## src/rtl/pc_fetch_stage_pkg.sv

```systemverilog
// fetch_pkg: shared types and constants for the instruction-fetch stage.
//   fetch_state_t      : fetch sequencer states (BOOT, RUN, HALT)
//   INSTR_W            : instruction width in bits
//   NOP_INSTR          : value left in IF/ID after a squash
//   HALT_INSTR_DEFAULT : default encoding that stops fetch
package fetch_pkg;

   localparam int INSTR_W = 32;

   localparam logic [INSTR_W-1:0] NOP_INSTR          = 32'h0000_0000;
   localparam logic [INSTR_W-1:0] HALT_INSTR_DEFAULT = 32'hFFFF_FFFF;

   typedef enum logic [1:0] {
      BOOT,
      RUN,
      HALT
   } fetch_state_t;

endpackage

```

## src/rtl/pc_fetch_stage_if.sv

```systemverilog
// pc_fetch_stage_if: signal bundle between the fetch stage and its surroundings
// (next-PC select, instruction memory, decode stage, pipeline control).
//   master : fetch-stage view (drives imem_addr, pc, pc_plus4, IF/ID, halted)
//   slave  : environment view (drives next_pc, stall, flush, imem_rdata)
// Optional macro PC_FETCH_PERF_COUNT_EN adds fetch_count / stall_count.
interface pc_fetch_stage_if #(
   parameter int N = 32
);
   import fetch_pkg::*;

   logic [N-1:0]       next_pc;
   logic               stall;
   logic               flush;
   logic [INSTR_W-1:0] imem_rdata;
   logic [N-1:0]       imem_addr;
   logic [N-1:0]       pc;
   logic [N-1:0]       pc_plus4;
   logic [INSTR_W-1:0] id_instr;
   logic [N-1:0]       id_pc;
   logic [N-1:0]       id_pc_plus4;
   logic               id_valid;
   logic               halted;
`ifdef PC_FETCH_PERF_COUNT_EN
   logic [31:0]        fetch_count;
   logic [31:0]        stall_count;
`endif

   modport master (
      input  next_pc, stall, flush, imem_rdata,
      output imem_addr, pc, pc_plus4, id_instr, id_pc, id_pc_plus4, id_valid, halted
`ifdef PC_FETCH_PERF_COUNT_EN
      , output fetch_count, stall_count
`endif
   );

   modport slave (
      output next_pc, stall, flush, imem_rdata,
      input  imem_addr, pc, pc_plus4, id_instr, id_pc, id_pc_plus4, id_valid, halted
`ifdef PC_FETCH_PERF_COUNT_EN
      , input fetch_count, stall_count
`endif
   );

endinterface

```

## src/rtl/pc_fetch_stage_if_id_reg.sv

```systemverilog
// if_id_reg: W-bit pipeline register.
//   clk, rst_n : clock, asynchronous active-low reset (clears to 0)
//   en         : load d when 1, hold when 0
//   clr        : synchronous clear to 0, takes priority over en
//   d, q       : data in / registered data out
module if_id_reg #(
   parameter int W = 8
) (
   input  logic         clk,
   input  logic         rst_n,
   input  logic         en,
   input  logic         clr,
   input  logic [W-1:0] d,
   output logic [W-1:0] q
);

   // NOTE: sequential state is written with non-blocking assignments so every
   // register samples its inputs from before the edge, regardless of process order.
   always_ff @(posedge clk or negedge rst_n) begin
      if (!rst_n)   q <= '0;
      else if (clr) q <= '0;
      else if (en)  q <= d;
   end

endmodule

```

## src/rtl/pc_fetch_stage.sv

```systemverilog
// pc_fetch_stage: instruction-fetch stage. Holds the PC, drives the instruction
// memory address, exports PC+4 to the next-PC select and captures the fetched
// instruction into IF/ID under stall / flush / halt control.
//   clk, rst_n         : clock, asynchronous active-low reset
//   bus (master)       : next_pc, stall, flush, imem_rdata in;
//                        imem_addr, pc, pc_plus4, id_instr, id_pc,
//                        id_pc_plus4, id_valid, halted out
// Optional macro PC_FETCH_PERF_COUNT_EN adds saturating fetch_count and
// stall_count outputs on the bus.
module pc_fetch_stage
   import fetch_pkg::*;
#(
   parameter int                 N          = 32,
   parameter logic [N-1:0]       RESET_PC   = '0,
   parameter logic [INSTR_W-1:0] HALT_INSTR = HALT_INSTR_DEFAULT
) (
   input  logic             clk,
   input  logic             rst_n,
   pc_fetch_stage_if.master bus
);

   localparam int BUNDLE_W = INSTR_W + 2 * N + 1;

   fetch_state_t          state_q, state_d;
   logic [N-1:0]          pc_q;
   logic [N-1:0]          pc_inc;
   logic [N-1:0]          pc_aligned;
   logic                  pc_load;
   logic                  reg_en;
   logic                  reg_clr;
   logic                  halted_q;
   logic [BUNDLE_W-1:0]   bundle_d, bundle_q;
   logic [INSTR_W-1:0]    id_instr_q;
   logic [N-1:0]          id_pc_q, id_pc_plus4_q;
   logic                  id_valid_q;

   assign pc_inc     = pc_q + {{(N-3){1'b0}}, 3'b100};        // wraps modulo 2^N
   assign pc_aligned = bus.next_pc & ~{{(N-2){1'b0}}, 2'b11}; // word-aligned target

   always_ff @(posedge clk or negedge rst_n) begin
      if (!rst_n) begin
         state_q  <= BOOT;
         pc_q     <= RESET_PC;
         halted_q <= 1'b0;
      end else begin
         state_q  <= state_d;
         halted_q <= (state_q == HALT);   // rises on the first edge spent in HALT
         if (pc_load) pc_q <= pc_aligned;
      end
   end

   // NOTE: every signal driven here gets a default first so no path leaves it
   // unassigned, which would otherwise infer a latch.
   always_comb begin
      state_d = state_q;
      pc_load = 1'b0;
      reg_en  = 1'b0;
      reg_clr = 1'b0;
      unique case (state_q)
         BOOT: state_d = RUN;
         RUN: begin
            if (bus.flush) begin
               pc_load = 1'b1;
               reg_clr = 1'b1;
            end else if (!bus.stall) begin
               reg_en = 1'b1;
               // The halt instruction is captured, but the PC stops on it.
               if (bus.imem_rdata == HALT_INSTR) state_d = HALT;
               else                              pc_load = 1'b1;
            end
         end
         HALT: reg_en = 1'b1;   // reloads the held bundle with valid dropped
         default: state_d = BOOT;
      endcase
   end

   // In HALT the register reloads its own contents with valid cleared;
   // otherwise it captures the fresh fetch.
   assign bundle_d = (state_q == HALT)
                   ? {id_instr_q, id_pc_q, id_pc_plus4_q, 1'b0}
                   : {bus.imem_rdata, pc_q, pc_inc, 1'b1};

   if_id_reg #(.W(BUNDLE_W)) u_if_id (
      .clk   (clk),
      .rst_n (rst_n),
      .en    (reg_en),
      .clr   (reg_clr),
      .d     (bundle_d),
      .q     (bundle_q)
   );

   assign {id_instr_q, id_pc_q, id_pc_plus4_q, id_valid_q} = bundle_q;

   assign bus.pc          = pc_q;
   assign bus.imem_addr   = pc_q;
   assign bus.pc_plus4    = pc_inc;
   assign bus.id_instr    = id_instr_q;
   assign bus.id_pc       = id_pc_q;
   assign bus.id_pc_plus4 = id_pc_plus4_q;
   assign bus.id_valid    = id_valid_q;
   assign bus.halted      = halted_q;

`ifdef PC_FETCH_PERF_COUNT_EN
   logic [31:0] fetch_cnt_q, stall_cnt_q;
   logic        fetch_evt, stall_evt;

   assign fetch_evt = (state_q == RUN) && !bus.flush && !bus.stall;
   assign stall_evt = (state_q == RUN) && !bus.flush &&  bus.stall;

   always_ff @(posedge clk or negedge rst_n) begin
      if (!rst_n) begin
         fetch_cnt_q <= '0;
         stall_cnt_q <= '0;
      end else begin
         if (fetch_evt && (fetch_cnt_q != 32'hFFFF_FFFF)) fetch_cnt_q <= fetch_cnt_q + 32'd1;
         if (stall_evt && (stall_cnt_q != 32'hFFFF_FFFF)) stall_cnt_q <= stall_cnt_q + 32'd1;
      end
   end

   assign bus.fetch_count = fetch_cnt_q;
   assign bus.stall_count = stall_cnt_q;
`endif

endmodule

```

## src/flat_wrapper.sv

```systemverilog
// flat-port wrapper written by rule: the top's interface ports become plain ports
module pc_fetch_stage_flat import fetch_pkg::*;
#(
   parameter int                 N          = 32,
   parameter logic [N-1:0]       RESET_PC   = '0,
   parameter logic [INSTR_W-1:0] HALT_INSTR = HALT_INSTR_DEFAULT
)
  (clk, rst_n, bus_next_pc, bus_stall, bus_flush, bus_imem_rdata, bus_imem_addr, bus_pc, bus_pc_plus4, bus_id_instr, bus_id_pc, bus_id_pc_plus4, bus_id_valid, bus_halted);
  pc_fetch_stage_if #(.N(N)) bus_i ();
  input  logic clk;
  input  logic rst_n;
  input wire logic [$bits(bus_i.next_pc)-1:0] bus_next_pc;
  input wire logic [$bits(bus_i.stall)-1:0] bus_stall;
  input wire logic [$bits(bus_i.flush)-1:0] bus_flush;
  input wire logic [$bits(bus_i.imem_rdata)-1:0] bus_imem_rdata;
  output wire logic [$bits(bus_i.imem_addr)-1:0] bus_imem_addr;
  output wire logic [$bits(bus_i.pc)-1:0] bus_pc;
  output wire logic [$bits(bus_i.pc_plus4)-1:0] bus_pc_plus4;
  output wire logic [$bits(bus_i.id_instr)-1:0] bus_id_instr;
  output wire logic [$bits(bus_i.id_pc)-1:0] bus_id_pc;
  output wire logic [$bits(bus_i.id_pc_plus4)-1:0] bus_id_pc_plus4;
  output wire logic [$bits(bus_i.id_valid)-1:0] bus_id_valid;
  output wire logic [$bits(bus_i.halted)-1:0] bus_halted;
  assign bus_i.next_pc = bus_next_pc;
  assign bus_i.stall = bus_stall;
  assign bus_i.flush = bus_flush;
  assign bus_i.imem_rdata = bus_imem_rdata;
  assign bus_imem_addr = bus_i.imem_addr;
  assign bus_pc = bus_i.pc;
  assign bus_pc_plus4 = bus_i.pc_plus4;
  assign bus_id_instr = bus_i.id_instr;
  assign bus_id_pc = bus_i.id_pc;
  assign bus_id_pc_plus4 = bus_i.id_pc_plus4;
  assign bus_id_valid = bus_i.id_valid;
  assign bus_halted = bus_i.halted;
  pc_fetch_stage #(.N(N), .RESET_PC(RESET_PC), .HALT_INSTR(HALT_INSTR)) u_core (.clk(clk), .rst_n(rst_n), .bus(bus_i));
endmodule
```

## config.mk

```make
export PLATFORM = sky130hd
export DESIGN_NAME = pc_fetch_stage_flat
export DESIGN_NICKNAME = d
export VERILOG_FILES = /design/src/rtl/pc_fetch_stage_pkg.sv /design/src/rtl/pc_fetch_stage_if.sv /design/src/rtl/pc_fetch_stage_if_id_reg.sv /design/src/rtl/pc_fetch_stage.sv /design/src/flat_wrapper.sv
export SDC_FILE = /design/constraint.sdc
export NUM_CORES = 1
export LEC_CHECK = 0
export ABC_AREA = 1
export CORE_MARGIN = 1
export CORE_UTILIZATION = 43
export DETAILED_ROUTE_END_ITERATION = 6
export PLACE_DENSITY_LB_ADDON = 0.25
export SETUP_SLACK_MARGIN = 0.2
export SKIP_CTS_REPAIR_TIMING = 1
export SYNTH_ARGS = -nofsm -noshare
export SYNTH_HDL_FRONTEND = slang
export SYNTH_SLANG_ARGS = --single-unit
export TNS_END_PERCENT = 30
```

## constraint.sdc

```tcl
create_clock -name clk -period 2.26 [get_ports clk]
set_input_delay 0.452 -clock clk [delete_from_list [all_inputs] [get_ports clk]]
set_output_delay 0.452 -clock clk [all_outputs]
set_load 0.005 [all_outputs]
```

Yosys cells after proc, flatten, opt, wreduce, memory -nomap -nowiden --
Index checks and enable logic that the tools add are counted.
Word-level totals: bits in registers 130, input port bits 68, output and inout port bits 194
Cells by class: add/subtract/negate cells 1, equality and inequality tests 7, muxes and demuxes 16, bitwise logic cells 1, reduce and logical (&&, ||, !) cells 4
Operator list (count):
- 2-to-1 mux 97 bit | 3
- adder 32 x 3 -> 32 bit (second input constant) | 1
- equality test 32 bit (second input constant) | 1
- 2-to-1 mux 1 bit | 8
- 2-to-1 mux 2 bit | 3
- case mux 2 bit (3 select lines) | 1
- != test 2 x 1 -> 1 bit (second input constant) | 2
- != test 2 bit (second input constant) | 2
- AND reduction 4 bit | 1
- equality test 2 x 1 -> 1 bit (second input constant) | 1
- equality test 2 bit (second input constant) | 1
- zero test 2 bit | 1
- case mux 1 bit (2 select lines) | 1
- AND reduction 2 bit | 1
- nonzero test 2 bit | 1
- NOT 1 bit | 1

Longest topological paths before layout --
Gate-level depths: netlist of run 1.
word-level depth 5, mapped depth 11, depth with buffers taken out 10

Modules after synthesis --
Synthesis of run 1 repeated with hierarchy kept, for this count alone.
Unflattened totals: cell total of the unflattened synthesis 1119, area total of the unflattened synthesis 7594.8 um2
Modules (own cells, without submodules):
- if_id_reg | instances 1, cells each 421, area each 3824.9 um2, seq. area each 2427.3 um2
- pc_fetch_stage | instances 1, cells each 698, area each 3769.9 um2, seq. area each 825.8 um2

Worst setup path before layout of run 1 --
Ideal clock, no wire load.
kind flip-flop to output port, from reg u_core.pc_q[3], in the netlist u_core.bus.imem_addr[3], to out bus_pc_plus4[26], arrival time 1.396 ns, path slack 0.412 ns, stages on the path, launching flop included 8, cells stage by stage dfrtp_1 ha_1 nand3_2 nor2_4 nand2_1 nor2_4 nand3_1 and2_1
Between the ends: word-level cells in the longest chain between the ends 1
Ends and longest elaborated chain:
- start, declared | RTL line pc_fetch_stage.sv:25 | logic [N-1:0] pc_q;
- start signal, assigned | RTL line pc_fetch_stage.sv:48 | if (pc_load) pc_q <= pc_aligned;
- adder 32 x 3 -> 32 bit | RTL line pc_fetch_stage.sv:37 | assign pc_inc = pc_q + {{(N-3){1'b0}}, 3'b100};
- end, declared | RTL line flat_wrapper.sv:18 | output wire logic [$bits(bus_i.pc_plus4)-1:0] bus_pc_plus4;
No other way between the ends.

Final worst setup path of run 1 --
from reg u_core.pc_q[14], in the netlist u_core.bus.imem_addr[14], to out bus_pc_plus4[17]
Same word-level chain as after synthesis.

==> run metrics, run 1 <==
Post-synth top flop sky130_fd_sc_hd__dfrtp_1; synthesis-to-finish area growth 60.8%; cell count after synthesis 778; warnings from Yosys 0; Pleak between 4 and 5 nW; global-route wire length before repair slightly below 30000 um; post-route cell area 9810 um2; outcome finished, violations left; Data required, critical path 1.81 ns; number of synthesized register bits ~130; Via-to-Cell Ratio just under 5; highest clock frequency the design can meet around 380 MHz; share of cells above drive strength 1 0.156; via count of the first global-routing pass between 5000 and 6000; number of buffers inserted during clock tree synthesis 17; count of clock tree sinks 126; final WL 20000 um; post-synth top area share 0.516; maximum single-stage delay on the critical path 0.46 ns; Longest Clk Path Bufs 2; slack of the worst reg-to-reg path between 0.4 and 0.5 ns; number of top-level design ports approximately 260; final worst hold slack between 0.4 and 0.5 ns; Placeable Area 13900 um2; core occupancy in the finished layout 0.707; initial antenna violation count 0; asr flop ratio synth 1.00; RSZ-0062 raised after global routing yes; first-iteration detailed-routing DRC count 410; min-delay worst type register to register; final antenna-violating net count 0; power density cells 755 nW/um2; sort of element at the start of the critical path register; post-synth design cell area 6100 um2; CP Max Fanout 3; pin count of the biggest net entering global routing 58; Synth top cells by count sky130_fd_sc_hd__nand2_1, sky130_fd_sc_hd__dfrtp_1, sky130_fd_sc_hd__nor2_1; most prevalent standard cell on the critical path sky130_fd_sc_hd__nand2_1; critical path start-end classification register to output port; worst endpoint data arrival time 2.18 ns; site row count 43; length of the first detailed-routing pass in iterations 7; post-layout min period 2.63 ns; worst r2r src u_core.state_q[1]; wire length per cell approximately 16 um; TritonCTS clock tree done; share of the yosys chip area belonging to registers 0.516; setup TNS -3.37 ns; number of enable-type register cells in the synthesized netlist 0; Clk Latency, worst-skew pair roughly 0.42 ns; total cell area at the placement stage just under 9000 um2; DP Wirelength 13600 um; total global routing track utilization 0.265; final net count 1133; biggest area contributors in the synthesized netlist sky130_fd_sc_hd__dfrtp_1, sky130_fd_sc_hd__nand2_1, sky130_fd_sc_hd__buf_4; count of buffers inserted at the top-level ports ~250; Final WS setup -0.368 ns; clock root buffer sky130_fd_sc_hd__clkbuf_16; chain of cells forming the critical path nand2_1, nor2_1, nand2_1, nor2_4, xor2_1, inv_1, clkdlybuf4s50_1; floorplan die area 14700 um2; clk_skew roughly 0.0048 ns; MaxCap Viol Count 0; count of vias placed by the detailed router 6095; endpoints failing setup 19; width of the die 121 um; global route overflow 0; Hold Vio Cnt, Final 0; level count of the clock H-tree 4; effective utilization at floorplan 0.440; clock transition at the registers of the reported paths 0.06 ns; Worst setup startpoint u_core.bus.imem_addr[14]; Synth Area per Inst 7.85 um2; Worst setup EP type output port; critical-path cell with the highest stage delay sky130_fd_sc_hd__clkdlybuf4s50_1; DRC violation count after routing 0; leading area contributor after synthesis sky130_fd_sc_hd__dfrtp_1; DIE HEIGHT 121 um; Period Utilization, post-route 1.16; count of inserted antenna diode cells 0; violations in the final reports setup timing; most instantiated library cell after synthesis sky130_fd_sc_hd__nand2_1; number of max-slew violations in the final report 0; gp weighted congestion 0.857; critical hold path startpoint u_core.u_if_id.q[75]; Design Power 7.41 mW; highest ir drop seen on vdd just under 0.0005 V; count of cell types in the netlist 26
==> metal layers <==
layer	up-vias	global-route usage	routed length [um]
met1	2910	0.332	8400
met4	0	0.114	493
met2	249	0.430	9640
met5	-	0	0
met3	38	0.0714	1440
li1	2898	-	-
==> per-stage QoR <==
| step | setup slack [ns] | std cells |
|---|---|---|
| CTS | -0.538 | 1234 |
| global placement | -0.0490 | 1204 |
| global route | -0.438 | 1252 |
| detailed placement | -0.0796 | 1204 |
| floorplan | 0.412 | 787 |
| finish | -0.368 | 1252 |
==> power by group <==
| group | switching (mW) | total [mW] | leakage, nW | internal, mW |
|---|---|---|---|---|
| Sequential | 0.190 | 2.70 | 1.66 | 2.51 |
| Combinational | 1.02 | 2.14 | 2.95 | 1.11 |
| Clock | 0.973 | 2.58 | 0.274 | 1.60 |
==> final timing paths <==
check / to / cells past startpoint
max reg2reg: u_core.u_if_id.q[18] / 10
min: u_core.u_if_id.q[75] / 2
max in group asynchronous: u_core.u_if_id.q[95] / 3
max: bus_pc_plus4[17] / 7
min in group asynchronous: u_core.u_if_id.q[75] / 2
min reg2reg: u_core.u_if_id.q[75] / 2
==> registers in the layout (all words and copies together), names as in the netlist <==
name,flops
u_core.bus.halted,1
u_core.bus.imem_addr,30
u_core.state_q,2
u_core.u_if_id.q,93
==> logic make-up (layout without fill, tap and decap cells) <==
logic type,after synthesis,in the layout,synth area share
and+or+nand+nor,482,483,0.317
xor gates and xnor gates,16,16,0.0254
buffers and inverters,102,386,0.0939
other,1,10,0.000614
DFF,126,126,0.516
adders and majority gates,4,4,0.00820
AOI/OAI and AO/OA,47,47,0.0385
==> critical path: cells and delay by family (launching register included) <==
kind,cells,cell delay [ns]
xor gates and xnor gates,1,0.19
DFF,1,0.40
and+or+nand+nor,4,0.63
buffers and inverters,2,0.52
==> placed cells by master, fill, tap and decap left out, types with 2 or more instances in the layout <==
cell type / count
sky130_fd_sc_hd__nor2_4: 10
sky130_fd_sc_hd__nand2_2: 10
sky130_fd_sc_hd__dlymetal6s2s_1: 14
sky130_fd_sc_hd__xor2_4: 2
sky130_fd_sc_hd__nand2_4: 3
sky130_fd_sc_hd__nand3_1: 26
sky130_fd_sc_hd__dfrtp_1: 122
sky130_fd_sc_hd__nor2_2: 6
sky130_fd_sc_hd__o21ai_0: 45
sky130_fd_sc_hd__inv_1: 35
sky130_fd_sc_hd__xor2_2: 11
sky130_fd_sc_hd__nor2_1: 46
sky130_fd_sc_hd__buf_6: 13
sky130_fd_sc_hd__dfrtp_2: 4
sky130_fd_sc_hd__buf_12: 4
sky130_fd_sc_hd__clkbuf_1: 2
sky130_fd_sc_hd__nand2_1: 367
sky130_fd_sc_hd__conb_1: 10
sky130_fd_sc_hd__xor2_1: 3
sky130_fd_sc_hd__clkdlybuf4s50_1: 220
sky130_fd_sc_hd__ha_1: 3
sky130_fd_sc_hd__clkbuf_2: 8
sky130_fd_sc_hd__buf_4: 55
sky130_fd_sc_hd__clkbuf_16: 17
sky130_fd_sc_hd__clkinv_2: 5
sky130_fd_sc_hd__buf_2: 5
sky130_fd_sc_hd__and2_1: 3
sky130_fd_sc_hd__nor3_1: 2
sky130_fd_sc_hd__nand3_4: 2
sky130_fd_sc_hd__nand3_2: 3
sky130_fd_sc_hd__nand4_1: 3
sky130_fd_sc_hd__clkbuf_8: 4
==> final cells by class <==
| class | count | area, um2 |
|---|---|---|
| repair buffers | 320 | 3090 |
| flip-flops and latches | 126 | 3160 |
| clock inverters | 7 | 62.6 |
| fillers | 1090 | 4070 |
| well taps | 180 | 225 |
| clock buffers | 23 | 488 |
| inverters | 36 | 135 |
| multi-input cells | 560 | 2650 |
No activity file was read; power rests on OpenSTA's default activity.
==> run 2, diff against run 1 <==
--- a/config.mk
+++ b/config.mk
@@ -12,6 +12,7 @@
 export PLACE_DENSITY_LB_ADDON = 0.25
 export SETUP_SLACK_MARGIN = 0.2
 export SKIP_CTS_REPAIR_TIMING = 1
+export SKIP_LAST_GASP = 1
 export SYNTH_ARGS = -nofsm -noshare
 export SYNTH_HDL_FRONTEND = slang
 export SYNTH_SLANG_ARGS = --single-unit
==> run 2 against run 1 <==
The run ends with DRC, setup timing left. Cell count stayed put. Die area is the same. Clock-buffer cell count stayed put. Power decreased by 0.18%. Sequential power about the same. Register-to-register slack got worse by 0.09 ns. Utilization fell by 0.21 points. Maximum frequency increased by 0.53%. Combinational power is essentially flat. Via count down 1.0%. Largest cell class unchanged. Largest power group unchanged.
==> run metrics, run 2 (synthesized netlist as in run 1, its figures left out) <==
global route overflow 0; count of buffers inserted at the top-level ports about 250; outcome finished, violations left; max reg flops 93; total cell area at the placement stage 8880 um2; combinational power share 0.288; sort of element at the start of the critical path register; pin count of the biggest net entering global routing 58; DIE HEIGHT 121 um; Data required, critical path around 1.8 ns; Final WS setup -0.355 ns; slack of the worst reg-to-reg path 0.35 ns; global-route wire length before repair around 29000 um; gp weighted congestion 0.857; violations in the final reports DRC, setup timing; most common cell after layout, fill and taps aside sky130_fd_sc_hd__nand2_1; final WL 19600 um; post-layout min period 2.61 ns; Worst setup EP type output port; floorplan die area approximately 15000 um2; min-delay worst type register to register; total global routing track utilization 0.265; endpoints failing setup 27; Register Area 3160 um2; effective utilization at floorplan 0.440; Clk Latency, worst-skew pair 0.42 ns; NetSw 2.16 mW; Hold Vio Cnt, Final 0; level count of the clock H-tree 4; length of the first detailed-routing pass in iterations 7; synthesis-to-finish area growth 60.3%; MaxCap Viol Count 0; clk_skew 0.00374 ns; highest ir drop seen on vdd 0.000485 V; area of combinational cells with multiple inputs 2610 um2; critical-path cell with the highest stage delay sky130_fd_sc_hd__clkdlybuf4s50_1; DRC violation count after routing 10; final net count 1133; setup TNS -5.52 ns; Top reg by flops u_core.u_if_id.q; Period Utilization, post-route 1.16; share of cells above drive strength 1 0.140; final antenna-violating net count 0; worst hold path stage count 2; wire length per cell 15.7 um; Via-to-Cell Ratio 4.82; portion of total power attributed to the clock network 0.348; TritonCTS clock tree done; number of top-level design ports about 260; highest clock frequency the design can meet 382 MHz; Pleak 4.87 nW; CP Max Fanout 4; maximum single-stage delay on the critical path 0.50 ns; worst endpoint data arrival time 2.16 ns; clock transition at the registers of the reported paths approximately 0.06 ns; via count of the first global-routing pass around 5600; critical path start-end classification register to output port; count of filler cells inserted in the layout 1093; number of cells in the finished layout apart from fillers 1252; Longest Clk Path Bufs 2; clock root buffer sky130_fd_sc_hd__clkbuf_16; first-iteration detailed-routing DRC count approximately 370; switching share of power 0.292; number of buffers inserted during clock tree synthesis 17; power density cells 756 nW/um2; site row count 43; DP Wirelength 13600 um; post-route cell area 9790 um2; r2r worst-path depth 10; initial antenna violation count 0; chain of cells forming the critical path nand2_2, nor2_4, nand3_4, buf_4, xor2_1, inv_1, clkdlybuf4s50_1; proportion of power drawn by flip-flops and latches 0.364; count of inserted antenna diode cells 0; number of max-slew violations in the final report 0; Placeable Area 13900 um2; width of the die 121 um; top library cells by usage in the layout, fill and taps aside sky130_fd_sc_hd__nand2_1, sky130_fd_sc_hd__clkdlybuf4s50_1, sky130_fd_sc_hd__dfrtp_1; cell-internal power 5.24 mW; count of clock tree sinks 126; Placed Instances 1204; RSZ-0062 raised after global routing yes; count of vias placed by the detailed router 6033
## run 2: cell types whose count changed in the layout (fill, tap and decap cells not counted), sizes merged
cell and delta:
clkdlybuf4s50 +8, clkbuf -6, buf -3, dlymetal6s2s +1
## run 2: routing by layer
layer	vias to the layer above	routed length (um)	global-route usage
met1	2862	8250	0.332
met4	0	433	0.114
met5	-	0	0
met2	239	9550	0.430
met3	29	1380	0.0714
li1	2903	-	-
## run 2: through the flow
step	total power, mW	hold slack, ns	worst slack, ns	util
after floorplan	3.53	0.156	0.412	-
after global placement	4.77	0.371	-0.0490	0.640
after detailed placement	4.80	0.371	-0.0796	0.640
after CTS	7.39	-0.0767	-0.538	0.680
after global routing	7.74	0.488	-0.472	0.705
final	7.40	0.464	-0.355	0.705
## run 2: area by class of cell
cell class | count | share of cell area
clock buffers | 23 | 0.0499
clock inverters | 7 | 0.00639
inverters | 36 | 0.0138
multi-input cells | 560 | 0.266
flip-flops and latches | 126 | 0.323
well taps | 180 | 0.0230
repair buffers | 320 | 0.318
## run 2: final timing paths
kind,start,to
setup / recovery,u_core.bus.imem_addr[3],bus_pc_plus4[7]
hold / removal,u_core.u_if_id.q[75],u_core.u_if_id.q[75]
setup reg to reg,u_core.state_q[1],u_core.u_if_id.q[18]
hold reg to reg,u_core.u_if_id.q[75],u_core.u_if_id.q[75]
max in group asynchronous,rst_n,u_core.u_if_id.q[95]
min in group asynchronous,rst_n,u_core.u_if_id.q[75]
## run 2: power by group through the flow
stage | clock network, mW | registers (mW) | logic, mW
global route | 2.70 | 2.72 | 2.32
CTS | 2.60 | 2.68 | 2.10
finish | 2.57 | 2.70 | 2.13
detailed placement | 0 | 2.72 | 2.08
global placement | 0 | 2.71 | 2.06
floorplan | 0 | 2.76 | 0.776
## run 2: critical path: cells and delay by family, from the launching register on
kind | cells | cell delay (ns)
buffers and inverters | 3 | 0.71
AND/OR/NAND/NOR | 3 | 0.45
flip-flops | 1 | 0.43
XOR/XNOR | 1 | 0.14
